==> src/rtl/systemspec_host.sv <==
// Initiator sequencer: queues (a,b,x) commands, issues each to systemspec with a one-cycle start, returns z or a timeout error.
// Latency: issue edge to res_valid is 2 cycles plus the systemspec compute time; a queued command issues one cycle after RESULT exits.
// Backpressure: cmd_ready drops while the FIFO holds DEPTH entries; a result is held stable in RESULT until res_ready is seen.
//
// Ports:
//   clk, rst                       clock and asynchronous active-high reset
//   cmd_valid/cmd_ready            upstream command handshake; cmd_a, cmd_b, cmd_x are the command fields
//   start, a, b, x                 registered issue pulse and operands to systemspec (operands held until the next issue)
//   ready, z                       systemspec idle/done flag and result
//   res_valid/res_ready            upstream result handshake; res_z, res_err are the result fields
//   busy                           FSM not idle, or commands still queued

// Generic synchronous FIFO with first-word fall-through read data.
// Latency: a pushed word is visible on rd_dat the cycle after the push edge.
// Backpressure: pushes while full and pops while empty are ignored.
module systemspec_fifo #(
  parameter int DEPTH = 4,
  parameter int WIDTH = 6
) (
  input  logic             clk,
  input  logic             rst,
  input  logic             wr_vld,
  input  logic [WIDTH-1:0] wr_dat,
  input  logic             rd_rdy,
  output logic [WIDTH-1:0] rd_dat,
  output logic             full,
  output logic             empty
);

  localparam int AW = (DEPTH > 1) ? $clog2(DEPTH) : 1;
  localparam int CW = $clog2(DEPTH + 1);

  logic [WIDTH-1:0] mem [DEPTH];
  logic [AW-1:0]    wr_ptr;
  logic [AW-1:0]    rd_ptr;
  logic [CW-1:0]    count;
  logic             push;
  logic             pop;

  assign full   = (count == CW'(DEPTH));
  assign empty  = (count == '0);
  assign push   = wr_vld & ~full;
  assign pop    = rd_rdy & ~empty;
  assign rd_dat = mem[rd_ptr];

  // Pointers are AW bits wide and DEPTH is a power of two, so they wrap naturally.
  always_ff @(posedge clk or posedge rst) begin
    if (rst) begin
      wr_ptr <= '0;
      rd_ptr <= '0;
      count  <= '0;
    end else begin
      if (push) wr_ptr <= wr_ptr + 1'b1;
      if (pop)  rd_ptr <= rd_ptr + 1'b1;
      case ({push, pop})
        2'b10:   count <= count + 1'b1;
        2'b01:   count <= count - 1'b1;
        default: count <= count;
      endcase
    end
  end

  // Storage needs no reset: it is only read once count says the slot is valid.
  always_ff @(posedge clk) begin
    if (push) mem[wr_ptr] <= wr_dat;
  end

endmodule

module systemspec_host #(
  parameter int DEPTH = 4,
  parameter int TMO   = 16
) (
  input  logic       clk,
  input  logic       rst,
  input  logic       cmd_valid,
  output logic       cmd_ready,
  input  logic       cmd_a,
  input  logic       cmd_b,
  input  logic [3:0] cmd_x,
  output logic       start,
  output logic       a,
  output logic       b,
  output logic [3:0] x,
  input  logic       ready,
  input  logic [3:0] z,
  output logic       res_valid,
  output logic [3:0] res_z,
  output logic       res_err,
  input  logic       res_ready,
  output logic       busy
);

  localparam int CNTW = $clog2(TMO + 1);

  typedef struct packed {
    logic       a;
    logic       b;
    logic [3:0] x;
  } cmd_t;

  typedef enum logic [1:0] {
    IDLE    = 2'd0,
    WAIT_LO = 2'd1,
    WAIT_HI = 2'd2,
    RESULT  = 2'd3
  } state_t;

  state_t          state;
  state_t          state_nxt;
  logic [CNTW-1:0] cnt;
  logic            cnt_last;

  cmd_t            fifo_wr_dat;
  cmd_t            fifo_rd_dat;
  logic            fifo_full;
  logic            fifo_empty;

  logic            issue;
  logic            done_ok;
  logic            done_err;
  logic            res_take;
  logic            cnt_clr;
  logic            cnt_inc;

  // ------------------------------------------------------------------
  // Command queue
  // ------------------------------------------------------------------
  assign fifo_wr_dat = '{a: cmd_a, b: cmd_b, x: cmd_x};
  // cmd_ready follows the pre-edge count, so a pop on a full FIFO does not
  // admit a push in the same cycle.
  assign cmd_ready   = ~fifo_full;

  systemspec_fifo #(
    .DEPTH (DEPTH),
    .WIDTH ($bits(cmd_t))
  ) u_fifo (
    .clk    (clk),
    .rst    (rst),
    .wr_vld (cmd_valid),
    .wr_dat (fifo_wr_dat),
    .rd_rdy (issue),
    .rd_dat (fifo_rd_dat),
    .full   (fifo_full),
    .empty  (fifo_empty)
  );

  // Counter reaches TMO on the edge where it would step past TMO-1.
  assign cnt_last = (cnt == CNTW'(TMO - 1));

  // ------------------------------------------------------------------
  // FSM: state register
  // ------------------------------------------------------------------
  always_ff @(posedge clk or posedge rst) begin
    if (rst) state <= IDLE;
    else     state <= state_nxt;
  end

  // ------------------------------------------------------------------
  // FSM: next state
  // ------------------------------------------------------------------
  always_comb begin
    state_nxt = state;
    case (state)
      IDLE:    if (!fifo_empty && ready) state_nxt = WAIT_LO;
      WAIT_LO: begin
        if (!ready)        state_nxt = WAIT_HI;
        else if (cnt_last) state_nxt = RESULT;
      end
      WAIT_HI: begin
        if (ready)         state_nxt = RESULT;
        else if (cnt_last) state_nxt = RESULT;
      end
      RESULT:  if (res_ready) state_nxt = IDLE;
      default: state_nxt = IDLE;
    endcase
  end

  // ------------------------------------------------------------------
  // FSM: control decode
  // ------------------------------------------------------------------
  always_comb begin
    issue    = 1'b0;
    done_ok  = 1'b0;
    done_err = 1'b0;
    res_take = 1'b0;
    cnt_inc  = 1'b0;
    case (state)
      IDLE:    issue = !fifo_empty && ready;
      WAIT_LO: begin
        cnt_inc  = 1'b1;
        done_err = ready && cnt_last;
      end
      WAIT_HI: begin
        cnt_inc  = 1'b1;
        done_ok  = ready;
        done_err = !ready && cnt_last;
      end
      RESULT:  res_take = res_ready;
      default: ;
    endcase
    // Every state change restarts the wait budget.
    cnt_clr = (state_nxt != state);
  end

  assign busy = (state != IDLE) || !fifo_empty;

  // ------------------------------------------------------------------
  // Registered outputs and timeout counter
  // ------------------------------------------------------------------
  always_ff @(posedge clk or posedge rst) begin
    if (rst) begin
      start     <= 1'b0;
      a         <= 1'b0;
      b         <= 1'b0;
      x         <= '0;
      cnt       <= '0;
      res_valid <= 1'b0;
      res_z     <= '0;
      res_err   <= 1'b0;
    end else begin
      start <= issue;
      // Operands only move on issue, so they stay frozen through the wait and result states.
      if (issue) begin
        a <= fifo_rd_dat.a;
        b <= fifo_rd_dat.b;
        x <= fifo_rd_dat.x;
      end

      if (cnt_clr)      cnt <= '0;
      else if (cnt_inc) cnt <= cnt + 1'b1;

      if (done_ok) begin
        res_valid <= 1'b1;
        res_z     <= z;
        res_err   <= 1'b0;
      end else if (done_err) begin
        res_valid <= 1'b1;
        res_z     <= '0;
        res_err   <= 1'b1;
      end else if (res_take) begin
        res_valid <= 1'b0;
      end
    end
  end

endmodule
==> config.mk <==
export PLATFORM = sky130hd
export DESIGN_NAME = systemspec_host
export DESIGN_NICKNAME = d
export VERILOG_FILES = /design/src/rtl/systemspec_host.sv
export SDC_FILE = /design/constraint.sdc
export NUM_CORES = 1
export LEC_CHECK = 0
export BUFFER_PORTS_ARGS = -buffer_cell sky130_fd_sc_hd__buf_2
export CAP_MARGIN = 20
export CORE_MARGIN = 2
export CORE_UTILIZATION = 52
export CTS_CLUSTER_SIZE = 8
export DETAILED_ROUTE_END_ITERATION = 6
export PLACE_DENSITY = 0.71
export SETUP_SLACK_MARGIN = 0.15
export SLEW_MARGIN = 20
export SYNTH_ARGS = -nofsm -noshare
export SYNTH_HDL_FRONTEND = slang
export SYNTH_SLANG_ARGS = --single-unit
==> constraint.sdc <==
create_clock -name clk -period 4.4 [get_ports clk]
set_clock_uncertainty 0.15 [all_clocks]
set_input_delay 0 -clock clk [delete_from_list [all_inputs] [get_ports clk]]
set_output_delay 0 -clock clk [all_outputs]
set_load 0.03 [all_outputs]
==> results of run 1 <==
[layer usage]
layer | global-route usage, % | routed length (microns)
met1 | 25.47 | 1841
met2 | 31.43 | 2070
met3 | 3.608 | 136
met4 | 8.333 | 91
met5 | 0 | 0
[worst paths after layout]
| check | start | to | slack (ns) | depth (start not counted) |
|---|---|---|---|---|
| setup / recovery | state[0]$_DFF_PP0_ | u_fifo.count[2]$_DFFE_PP0P_ | 1.92 | 10 |
| setup reg to reg | state[0]$_DFF_PP0_ | u_fifo.count[2]$_DFFE_PP0P_ | 1.92 | 10 |
| hold / removal | rst | start$_DFF_PP0_ | 0.13 | 3 |
| min in group clk | cmd_x[0] | u_fifo.mem[1][0]$_DFFE_PP_ | 0.29 | 2 |
| hold reg to reg | x[0]$_DFFE_PP0N_ | x[0]$_DFFE_PP0N_ | 0.34 | 2 |
| max in group asynchronous | rst | u_fifo.wr_ptr[1]$_DFFE_PP0P_ | 3.58 | 3 |
[registers in the layout, indices dropped and copies added (netlist names)]
register,cells
a,1
b,1
cnt,5
res_err,1
res_valid,1
res_z,4
start,1
state,2
u_fifo.count,3
u_fifo.mem,24
u_fifo.rd_ptr,2
u_fifo.wr_ptr,2
x,4
[critical path, stage by stage, from the launching register on]
cell,delay (ns)
dfrtp_1,0.45
inv_1,0.17
ha_1,0.22
nand2_2,0.14
inv_2,0.16
ha_1,0.19
inv_1,0.07
fa_1,0.43
xor2_1,0.16
nor2_1,0.11
xor2_1,0.15
[cells by family (layout without fill, tap and decap cells)]
| group | Yosys count | after routing |
|---|---|---|
| xor+xnor | 9 | 9 |
| simple gates | 50 | 50 |
| buf+inv | 15 | 63 |
| flops | 51 | 51 |
| fa+ha+maj | 14 | 14 |
| compound gates | 22 | 22 |
| mux | 8 | 8 |
[where the power goes]
part / switching (mW) / total [mW] / internal [mW]
combinational: 0.438 / 0.752 / 0.313
clock: 0.163 / 0.278 / 0.115
sequential: 0.121 / 0.776 / 0.655
total: 0.722 / 1.81 / 1.08
[through the flow]
step	std cells	area [sq um]	hold WS, ns	utilization [%]	power, mW
2_1_floorplan	169	2278	-0.09728	-	1.337
3_3_place_gp	247	2475	0.05950	57.63	1.495
3_5_place_dp	247	2475	0.07080	57.63	1.538
4_1_cts	269	2706	0.2922	63.02	1.824
5_1_grt	269	2706	0.2057	63.02	1.941
6_report	269	2706	0.1309	63.02	1.806
[cell usage in the layout (no fill, tap or decap), types with 5 or more instances in the layout]
master,instances
buf_2,29
nand2_1,27
dfrtp_1,27
edfxtp_1,24
dlygate4sd3_1,14
ha_1,13
inv_1,10
mux4_2,6
xnor2_1,5
nor3_1,5
and3_1,5
clkbuf_8,5
[area by class of cell]
type	count	area share (%)
inverter	12	1.664
sequential	51	51.59
multi-input combinational	103	30.42
tap	52	2.404
clock buffer	5	2.543
timing repair buffer	43	10.54
clock inverter	3	0.8322
==> reports/qor.yml, run 1 <==
status: "finished, final reports clean"
synthesis.area_sq_um: 2278
fin_crit_sh_pct: 56.28
area_growth_pct: 18.78
cts_buffers: 5
endpoint_kind: "flip-flop"
cts_setup_buffers: 0
synth.area.top_cells: "edfxtp_1 (32%), dfrtp_1 (30%), ha_1 (7.1%)"
grt_setup_unrepaired: "false"
vias: 1456
max_freq_ghz: 0.4038
rows: 24
ys.flop_type: "dfrtp_1"
multi_input_area_sq_um: 823.3
io_pins: 30
drive_above_1_share_pct: 24.42
hold_viol: 0
core_sq_um: 4294
grt_usage_pct: 19.29
hold_class: "input pin to asynchronous set/reset pin"
synth_simple_gate_area_share_pct: 10.21
layout_min_cycle_time_ns: 2.476
regArea_sq_um: 1396
worst_pin_slew_ns: 0.5742
synthAdderAreaFrac_pct: 8.018
slew_headroom_pct: 61.67
cts_sinks: 51
drc: 0
cap_viol_max_count: 0
overflow: 0
hpwlAfterDp_microns: 2970
ys_types: 38
powerDensity_nw_per_um2: 667.3
cts-resized-gates: 0
synthMuxAreaShare_pct: 6.864
synth_commonest_cells: "dfrtp_1 (27), nand2_1 (27), edfxtp_1 (24)"
setup_slack_ns: 1.924
cts_tree: "done"
cp_max_fo: 9
dp_slack_ns: 1.915
syn_avg_cell_area_sq_um: 13.48
gp_congestion: 0.8920
grt_pass1_vias: 1504
synth_compound_area_share_pct: 7.578
die_y_microns: 70.20
grt_first_pass_wirelength_microns: 7203
synth-edff-count: 24
tns_ns: 0
cts_hold_buf: 14
synth_top_area_cell: "edfxtp_1"
grt_start_max_net_pins: 28
synthArstFlopShare_pct: 52.94
arrival_ns: 2.56
dieArea_sq_um: 4927
ys_ff_latch: 51
vdd_ir_drop_max_v: 0.0003103
clk_path_buf_depth: 2
worst_setup_path_start_kind: "flip-flop"
yosysTopAreaCellShare_pct: 31.63
fillers: 337
initial_core_util_pct: 53.06
drtIter0Drc: 69
nets: 245
finalMaxSlewViolations: 0
synth_xor_area_share_pct: 3.460
clkLatencyLatePin_ns: 0.31
viasPerCell: 5.413
synthCells: 169
drt-total-wl_microns: 4140
yosys_warnings: 0
h-tree-depth: 2
dr.pass1.iters: 4
setup_viol: 0
required_ns: 4.48
cts_root_buf: "clkbuf_8"
synth_top_family_by_area: "simple AND/OR/NAND/NOR gates"
place.port_buffers: 29
clkTransAtPathRegs_ns: 0.10
antenna_found_initial: 0
yosysSeqAreaShare_pct: 61.29
fp.dieW_microns: 70.20
ant_nets: 0
syn_nets: 198
crit_type: "flip-flop to flip-flop"
static-leakage-power_nw: 1.218
wire_per_inst_microns: 15.39
diodes: 0
Note: power is estimated with default switching activity, not from simulation.
==> inputs of run 2 (changes only) <==
Clock period 4.4 ns to 2.5 ns, I/O delays scaled along.
==> reports/qor.yml, run 2 (synthesized netlist as in run 1, its figures left out) <==
die_y_microns: 70.20  # unchanged
cp_max_fo: 6  # -3
placed_cell_area_sq_um: 2490  # +0.61%
area_growth_pct: 22.62
hold_viol: 0  # unchanged
finalMaxSlewViolations: 0  # unchanged
stdcell_area_sq_um: 2794  # +3.2%
setup_viol: 0  # unchanged
arrival_ns: 2.29  # -0.27 ns
cap_viol_max_count: 0  # unchanged
comb_power_share_pct: 42.5  # +0.9 points
drt-total-wl_microns: 4101  # -0.94%
ant_nets: 0  # unchanged
initial_core_util_pct: 53.06  # unchanged
slew_headroom_pct: 61.19  # -0.48 points
clkLatencyLatePin_ns: 0.31  # about the same
grt_first_pass_wirelength_microns: 7127  # -1.1%
static-leakage-power_nw: 1.250  # +2.6%
wire_per_inst_microns: 14.97  # -2.7%
status: "finished, final reports clean"
p_seq_share_pct: 40.5  # -2.5 points
top_register: "u_fifo.mem"
rows: 24  # unchanged
grt_setup_unrepaired: "false"
final_common_cell: "buf_2"
nets: 250  # +2.0%
drive_above_1_share_pct: 29.73  # +5.3 points
vdd_ir_drop_max_v: 0.0006246  # +100%
worst_setup_path_start_kind: "flip-flop"
crit_type: "flip-flop to flip-flop"
reg2reg_slack_ns: 0.29  # -1.63 ns
cpPeakStageDelay_ns: 0.46  # about the same
tns_ns: 0  # unchanged
overflow: 0  # unchanged
clk_path_buf_depth: 2  # unchanged
h-tree-depth: 2  # unchanged
cts_buffers: 5  # unchanged
hold_class: "input pin to asynchronous set/reset pin"
grt_pass1_vias: 1528  # +1.6%
drc: 0  # unchanged
final_cells: 274  # +1.9%
fp.dieW_microns: 70.20  # unchanged
dpl.cell_count: 249  # +0.81%
worst_pin_slew_ns: 0.5813  # +0.007133 ns
max_freq_ghz: 0.4526  # +12%
layout_min_cycle_time_ns: 2.209  # -0.2670 ns
antenna_found_initial: 0  # unchanged
top_regs: "u_fifo.mem (24), cnt (5)"
vias: 1447  # -0.62%
viasPerCell: 5.281  # -2.4%
layout_common_cells: "buf_2 (29), nand2_1 (26), dfrtp_1 (24), edfxtp_1 (24), dlygate4sd3_1 (14)"
dieArea_sq_um: 4927  # unchanged
clkTransAtPathRegs_ns: 0.10  # about the same
p_switching_mw: 1.292  # +79%
required_ns: 2.58  # -1.90 ns
multi_input_area_sq_um: 843.3  # +2.4%
clkPwrFrac_pct: 17.1  # +1.7 points
total_power_mw: 3.362  # +86%
regArea_sq_um: 1400  # +0.27%
path_cells: "nor2_4 > nand2_4 > and2_4 > inv_1 > ha_2 > inv_1 > fa_2 > xor2_1 > nor2_1 > xor2_1"
fillers: 318  # -5.6%
grt_start_max_net_pins: 28  # unchanged
io_pins: 30  # unchanged
powerDensity_nw_per_um2: 1203  # +80%
fin_util_pct: 65.06  # +2.0 points
drtIter0Drc: 60  # -13%
place.port_buffers: 29  # unchanged
fin_crit_sh_pct: 88.37  # +32 points
largest_reg_flops: 24  # unchanged
slowest_stage: "dfrtp_2"
grt_usage_pct: 18.75  # -0.54 points
cts_tree: "done"
endpoint_kind: "flip-flop"
hpwlAfterDp_microns: 2915  # -1.9%
core_sq_um: 4294  # unchanged
diodes: 0  # unchanged
dr.pass1.iters: 4  # unchanged
cts_sinks: 51  # unchanged
swShare_pct: 38.44  # -1.5 points
power.internal_mw: 2.069  # +91%
gp_congestion: 0.7623  # -15%
cts_root_buf: "clkbuf_8"
-- run 2: layout make-up --
type	instances	area share, %
inverter	12	1.702
sequential	51	50.11
multi-input combinational	103	30.18
timing repair buffer	48	11.55
clock buffer	5	2.463
clock inverter	3	1.657
tap	52	2.329
-- run 2: per-layer routing --
layer  vias up  part of all wire, %  global-route usage, %
li1        705                    -                      -
met1       712                   45                  25.42
met2        21                   50                  30.26
met3         9                  3.3                  4.618
met4         0                  1.4                  5.556
met5         -                    0                      0
-- run 2: worst max-delay path, delay by kind of cell, from the launching register on --
kind,cells,cell delay (ns)
XOR/XNOR,2,0.30
adder cells (fa/ha/maj),2,0.56
AND/OR/NAND/NOR,4,0.54
buffers and inverters,2,0.12
flip-flops,1,0.46
-- run 2: worst paths after layout --
check	from	end	cells past startpoint
setup reg to reg	u_fifo.count[0]$_DFFE_PP0P_	u_fifo.count[2]$_DFFE_PP0P_	10
hold reg to reg	b$_DFFE_PP0N_	b$_DFFE_PP0N_	2
min in group clk	cmd_x[2]	u_fifo.mem[1][2]$_DFFE_PP_	2
max in group asynchronous	rst	state[0]$_DFF_PP0_	3
hold / removal	rst	a$_DFFE_PP0N_	3
setup / recovery	u_fifo.count[0]$_DFFE_PP0P_	u_fifo.count[2]$_DFFE_PP0P_	10
-- run 2: metrics by stage --
step | setup slack, ns | hold slack, ns
after floorplan | 0.1589 | -0.09728
after global placement | 0.2519 | 0.05962
after detailed placement | 0.1299 | 0.06938
after CTS | 0.1689 | 0.2813
after global routing | 0.1867 | 0.1856
final | 0.2908 | 0.1363
-- run 2: power by group through the flow --
stage / Sequential (mW) / Clock (mW) / Combinational (mW)
finish: 1.36 / 0.574 / 1.43
global route: 1.40 / 0.632 / 1.58
CTS: 1.36 / 0.591 / 1.37
detailed placement: 1.37 / 0 / 1.34
global placement: 1.35 / 0 / 1.29
floorplan: 1.47 / 0 / 0.881
-- run 2: what timing repair did --
action,4_1_cts,5_1_grt
gates resized for setup,3,8
cloned,0,0
hold buffers,14,0
hold endpoints to repair,59,0
endpoints found under the setup margin,1,1
pin swaps,0,2
setup buffers,0,3
